[src/rtl/display_scan_controller_if.sv]
// Pin-side bundle of the digit scan controller: converter handshake plus 595 driver lines.
interface display_scan_controller_if;
  logic       i_en;
  logic       i_refresh_stb;
  logic       i_blank;
  logic [7:0] i_7seg;
  logic [3:0] o_seg_select;
  logic       o_sdo;
  logic       o_sclk;
  logic       o_latch;
  logic       o_busy;
  logic       o_overrun;

  modport master (
    output i_en, i_refresh_stb, i_blank, i_7seg,
    input  o_seg_select, o_sdo, o_sclk, o_latch, o_busy, o_overrun
  );

  modport slave (
    input  i_en, i_refresh_stb, i_blank, i_7seg,
    output o_seg_select, o_sdo, o_sclk, o_latch, o_busy, o_overrun
  );
endinterface

[src/rtl/display_scan_controller.sv]
// Scans digits via the 7seg converter and shifts {digit_en, segments} out MSB first to a 595 driver.
// Strobe to latch 2+32*SCLK_DIV cycles; strobes while busy are dropped and flagged in o_overrun.
module display_scan_controller #(
  parameter int NUM_DIGITS = 6,
  parameter int SCLK_DIV   = 1
) (
  input  logic                      i_clk,
  input  logic                      i_rst_n,
  display_scan_controller_if.slave  bus
);
  localparam int                    DIV_W    = (SCLK_DIV > 1) ? $clog2(SCLK_DIV) : 1;
  localparam logic [DIV_W-1:0]      DIV_LAST = DIV_W'(SCLK_DIV - 1);
  localparam logic [3:0]            IDX_LAST = 4'(NUM_DIGITS - 1);

  typedef enum logic [1:0] {IDLE, LOAD, SHIFT, LATCH} state_t;

  state_t           state;
  logic [3:0]       idx;
  logic [3:0]       bit_cnt;
  logic [15:0]      word;
  logic [DIV_W-1:0] div_cnt;
  logic             sdo, sclk, latch, busy, overrun;
  logic [15:0]      load_word;
  logic             div_done;

  always_comb begin
    load_word = bus.i_blank ? 16'h0000 : {8'b1 << idx[2:0], bus.i_7seg};
    div_done  = (div_cnt == DIV_LAST);
  end

  always_ff @(posedge i_clk or negedge i_rst_n) begin
    if (!i_rst_n) begin
      state   <= IDLE;
      idx     <= '0;
      bit_cnt <= '0;
      word    <= '0;
      div_cnt <= '0;
      sdo     <= 1'b0;
      sclk    <= 1'b0;
      latch   <= 1'b0;
      busy    <= 1'b0;
      overrun <= 1'b0;
    end else if (!bus.i_en) begin
      // Abort without latching so the display keeps its last complete word.
      state   <= IDLE;
      div_cnt <= '0;
      sdo     <= 1'b0;
      sclk    <= 1'b0;
      latch   <= 1'b0;
      busy    <= 1'b0;
    end else begin
      if (bus.i_refresh_stb && state != IDLE)
        overrun <= 1'b1;
      case (state)
        IDLE: begin
          if (bus.i_refresh_stb) begin
            state <= LOAD;
            busy  <= 1'b1;
          end
        end
        LOAD: begin
          word    <= load_word;
          bit_cnt <= 4'd15;
          div_cnt <= '0;
          sdo     <= load_word[15];
          sclk    <= 1'b0;
          state   <= SHIFT;
        end
        SHIFT: begin
          if (!div_done) begin
            div_cnt <= div_cnt + 1'b1;
          end else begin
            div_cnt <= '0;
            if (!sclk) begin
              sclk <= 1'b1;
            end else if (bit_cnt == 4'd0) begin
              sclk  <= 1'b0;
              sdo   <= 1'b0;
              latch <= 1'b1;
              state <= LATCH;
            end else begin
              sclk    <= 1'b0;
              sdo     <= word[bit_cnt - 4'd1];
              bit_cnt <= bit_cnt - 4'd1;
            end
          end
        end
        LATCH: begin
          if (!div_done) begin
            div_cnt <= div_cnt + 1'b1;
          end else begin
            div_cnt <= '0;
            latch   <= 1'b0;
            busy    <= 1'b0;
            idx     <= (idx == IDX_LAST) ? 4'd0 : idx + 4'd1;
            state   <= IDLE;
          end
        end
        default: state <= IDLE;
      endcase
    end
  end

  assign bus.o_seg_select = idx;
  assign bus.o_sdo        = sdo;
  assign bus.o_sclk       = sclk;
  assign bus.o_latch      = latch;
  assign bus.o_busy       = busy;
  assign bus.o_overrun    = overrun;
endmodule

[src/flat_wrapper.sv]
// flat-port wrapper written by rule: the top's interface ports become plain ports
module display_scan_controller_flat 
#(
  parameter int NUM_DIGITS = 6,
  parameter int SCLK_DIV   = 1
)
  (i_clk, i_rst_n, bus_i_en, bus_i_refresh_stb, bus_i_blank, bus_i_7seg, bus_o_seg_select, bus_o_sdo, bus_o_sclk, bus_o_latch, bus_o_busy, bus_o_overrun);
  display_scan_controller_if bus_i ();
  input  logic i_clk;
  input  logic i_rst_n;
  input wire logic [$bits(bus_i.i_en)-1:0] bus_i_en;
  input wire logic [$bits(bus_i.i_refresh_stb)-1:0] bus_i_refresh_stb;
  input wire logic [$bits(bus_i.i_blank)-1:0] bus_i_blank;
  input wire logic [$bits(bus_i.i_7seg)-1:0] bus_i_7seg;
  output wire logic [$bits(bus_i.o_seg_select)-1:0] bus_o_seg_select;
  output wire logic [$bits(bus_i.o_sdo)-1:0] bus_o_sdo;
  output wire logic [$bits(bus_i.o_sclk)-1:0] bus_o_sclk;
  output wire logic [$bits(bus_i.o_latch)-1:0] bus_o_latch;
  output wire logic [$bits(bus_i.o_busy)-1:0] bus_o_busy;
  output wire logic [$bits(bus_i.o_overrun)-1:0] bus_o_overrun;
  assign bus_i.i_en = bus_i_en;
  assign bus_i.i_refresh_stb = bus_i_refresh_stb;
  assign bus_i.i_blank = bus_i_blank;
  assign bus_i.i_7seg = bus_i_7seg;
  assign bus_o_seg_select = bus_i.o_seg_select;
  assign bus_o_sdo = bus_i.o_sdo;
  assign bus_o_sclk = bus_i.o_sclk;
  assign bus_o_latch = bus_i.o_latch;
  assign bus_o_busy = bus_i.o_busy;
  assign bus_o_overrun = bus_i.o_overrun;
  display_scan_controller #(.NUM_DIGITS(NUM_DIGITS), .SCLK_DIV(SCLK_DIV)) u_core (.i_clk(i_clk), .i_rst_n(i_rst_n), .bus(bus_i));
endmodule
[config.mk]
export PLATFORM = sky130hd
export DESIGN_NAME = display_scan_controller_flat
export DESIGN_NICKNAME = d
export VERILOG_FILES = /design/src/rtl/display_scan_controller_if.sv /design/src/rtl/display_scan_controller.sv /design/src/flat_wrapper.sv
export SDC_FILE = /design/constraint.sdc
export NUM_CORES = 1
export LEC_CHECK = 0
export CORE_UTILIZATION = 54
export DETAILED_ROUTE_END_ITERATION = 6
export GPL_TIMING_DRIVEN = 0
export PLACE_DENSITY_LB_ADDON = 0.2
export SLEW_MARGIN = 25
export SYNTH_ARGS = -nofsm -noshare
export SYNTH_HDL_FRONTEND = slang
export SYNTH_SLANG_ARGS = --single-unit
[constraint.sdc]
create_clock -name i_clk -period 2.29 [get_ports i_clk]
set_clock_uncertainty 0.1 [all_clocks]
set_input_delay 0.458 -clock i_clk [delete_from_list [all_inputs] [get_ports i_clk]]
set_output_delay 0.458 -clock i_clk [all_outputs]
set_load 0.01 [all_outputs]
==> metrics.txt <==
largest net degree at the start of global routing 32; CP startpoint kind flop; CTS root buf clkbuf_4; Avg Vias per Cell 5.57; static leakage 0.892 nW; final number of hold-violating endpoints 0; worst reg2reg path depth 7; hold_ws 0.0483 ns; Max Cap Viol 0; clock latency at the later pin of the worst-skew pair 0.35 ns; register bit total from synthesis 31; register area share after synthesis 45.4%; area of the multi-input gates 862 um2; post-synthesis adder-cell area fraction 5.85%; I/O Buffers 21; core box area 3030 um2; Ys Warns 0; crit path time final 2.08 ns; clock-pin transition on the worst setup and hold timing paths 0.11 ns; Crit. End Element flop; Worst Setup Path Type flop to flop; Slew HR 52.7%; TritonCTS clock tree yes; Mapped Area 1710 um2; Hold Buf Count CTS 0; post-synth cell types 40; number of gates resized after CTS 0; final WL 3.38 mm; grt peak-use layer met2; Die Span X 58.3 um; dpl hpwl 2.42 mm; vias 1349; dominant cells by area after synthesis dfrtp_1 45%, ha_1 5.9%, nand2_1 5.0%; largest family of logic cells by synthesized area compound AO/OA/AOI/OAI gates; maximum fanout along the worst path 9; fin crit share 90.9%; # DRC 0; Worst R2R Start u_core.bit_cnt[0]$_DFFE_PN0P_; CP arrival 2.20 ns; Fmax 0.481 GHz; outcome complete, no violations; Rows 20; Final Max Tran Viols 0; share of the synthesized area in the top cell type 45.4%; reg2reg setup slack 0.21 ns; Post-Syn Nets 190; GRT met1 Usage 28.4%; initial antenna violation count 0; GP Congestion 0.837; WP data required 2.41 ns; Inserted Clock Buffers 5; drt initial violations 71; GRT Total Usage 23.9%; power per cell area 998 nW/um2; mux share of post-synthesis cell area 6.88%; final setup fails 0; Synth Area in Compound Gates 18.1%; clock tree sinks 31; grt met2 use 40.9%; peak supply drop 0.560 mV; Final Power 2.02 mW; die area 3400 um2; Worst-Margin Slew 0.710 ns; met3 usage 5.13%; Die Ht 58.3 um; register area 776 um2; postcts setup bufs 0; final setup TNS 0 ns; number of global-route vias before repair 1401; post-synthesis simple-gate area fraction 17.0%; DRT antenna net count 0; H-tree depth 2; Critical R2R Capture u_core.bit_cnt[1]$_DFFE_PN0P_; Hold Crit Class input port to async pin; first-pass GRT wire length 6.02 mm; diodes inserted 0; XOR/XNOR Fraction of Synth Area 2.56%; I/O Pins 22; initial core utilization 56.5%; Layout area overhead 18.6%; final core utilization 67.0%; unrepaired setup endpoints after global routing no; share of cells above drive strength 1 11.1%; FILL cells 256; wire per inst 13.9 um; average cell area after synthesis 10.1 um2; Longest Clk Path Bufs 2; area leader, netlist dfrtp_1; nets@finish 218; Syn Inst Count 169; Pre-Repair DR Iteration Count 4; global route total overflow 0
-- worst max-delay path, stage by stage (launching register included) --
cell and delay (ns):
dfrtp_1 0.38, buf_4 0.18, inv_1 0.11, ha_1 0.21, or3b_4 0.43, nand3_1 0.23
mux2i_1 0.24, a2bb2oi_1 0.08
-- cells in the final DEF (no fill, tap or decap), drive strengths merged, types with 3 or more instances in the layout --
cell           instances
inv                   11
ha                     8
nor3                   4
clkbuf                10
o31ai                  5
xor2                   3
nand2b                10
nor2                   4
o21ai                 13
nand3                  3
nor2b                  3
a21oi                  4
nand2                 23
and2                   4
dfrtp                 31
a32o                   3
mux4                   3
clkdlybuf4s50         20
buf                    3
mux2i                  5
-- per-stage QoR --
stage | instances | area [um2] | setup slack [ns]
2_1_floorplan | 169 | 1710 | 0.389
3_3_place_gp | 234 | 1980 | 0.113
3_5_place_dp | 234 | 1970 | 0.0895
4_1_cts | 242 | 2030 | 0.205
5_1_grt | 242 | 2030 | 0.113
6_report | 242 | 2030 | 0.209
-- Yosys cell counts --
| cell type | n |
|---|---|
| a21bo_2 | 1 |
| a21boi_0 | 2 |
| a21o_1 | 2 |
| a21oi_1 | 4 |
| a221oi_1 | 2 |
| a22o_1 | 1 |
| a2bb2oi_1 | 2 |
| a31o_2 | 1 |
| a32o_1 | 3 |
| and2_1 | 3 |
| and2_2 | 1 |
| and2b_2 | 1 |
| buf_2 | 1 |
| buf_4 | 1 |
| clkbuf_1 | 5 |
| dfrtp_1 | 31 |
| ha_1 | 8 |
| inv_1 | 11 |
| mux2i_1 | 5 |
| mux4_2 | 3 |
| nand2_1 | 23 |
| nand2b_1 | 10 |
| nand3_1 | 3 |
| nand4_1 | 2 |
| nand4b_1 | 1 |
| nor2_1 | 4 |
| nor2b_1 | 3 |
| nor3_1 | 4 |
| o211ai_1 | 1 |
| o21a_4 | 1 |
| o21ai_0 | 13 |
| o21ba_2 | 1 |
| o31ai_1 | 4 |
| o31ai_2 | 1 |
| o32ai_1 | 1 |
| o41ai_1 | 2 |
| or3_1 | 1 |
| or3b_4 | 1 |
| xnor2_1 | 2 |
| xor2_1 | 3 |
-- cells by family after synthesis --
group	Yosys count
flip-flops	31
adder cells (fa/ha/maj)	8
AND/OR/NAND/NOR	57
multiplexers	8
buffers and inverters	18
AO/OA/AOI/OAI	42
XOR/XNOR	5
-- sequential cells by signal, summed over array words and instances (netlist names) --
signal	flops
u_core.bus.o_seg_select	4
u_core.bit_cnt	4
u_core.word	16
u_core.bus.o_latch	1
u_core.bus.o_busy	1
u_core.bus.o_sclk	1
u_core.bus.o_overrun	1
u_core.bus.o_sdo	1
u_core.state	2
-- cell type report --
type,count,area share (%)
Multi-Input combinational cell,120,42.5
Sequential cell,31,38.2
Timing Repair Buffer,21,10.1
Tap cell,44,2.71
Inverter,11,2.04
Clock buffer,5,1.85
Buffer,7,1.54
Clock inverter,3,0.987
-- layer usage --
layer	part of all wire, %	vias up
li1	-	651
met1	45	669
met2	50	21
met3	3.1	8
met4	2.2	0
met5	0	-
-- how the worst max path moves through the flow --
stage | start | end | slack (ns) | cells after the start
detailed placement | bus_i_en | u_core.word[9]$_DFFE_PN0P_ | 0.09 | 5
global route | u_core.bit_cnt[0]$_DFFE_PN0P_ | u_core.bit_cnt[1]$_DFFE_PN0P_ | 0.11 | 7
CTS | u_core.bit_cnt[0]$_DFFE_PN0P_ | u_core.bit_cnt[1]$_DFFE_PN0P_ | 0.20 | 7
floorplan | u_core.bit_cnt[0]$_DFFE_PN0P_ | u_core.state[1]$_DFFE_PN0P_ | 0.39 | 7
finish | u_core.bit_cnt[0]$_DFFE_PN0P_ | u_core.bit_cnt[1]$_DFFE_PN0P_ | 0.21 | 7
global placement | i_rst_n | u_core.bus.o_overrun$_DFFE_PN0P_ | 0.11 | 1
-- power by group --
group | internal (mW) | leakage, nW | total [mW] | switching, mW
Clock | 0.117 | 0.0272 | 0.326 | 0.209
Sequential | 0.709 | 0.395 | 0.852 | 0.143
Combinational | 0.414 | 0.469 | 0.847 | 0.433
Total | 1.24 | 0.892 | 2.02 | 0.785
Note: power is estimated with default switching activity, not from simulation.
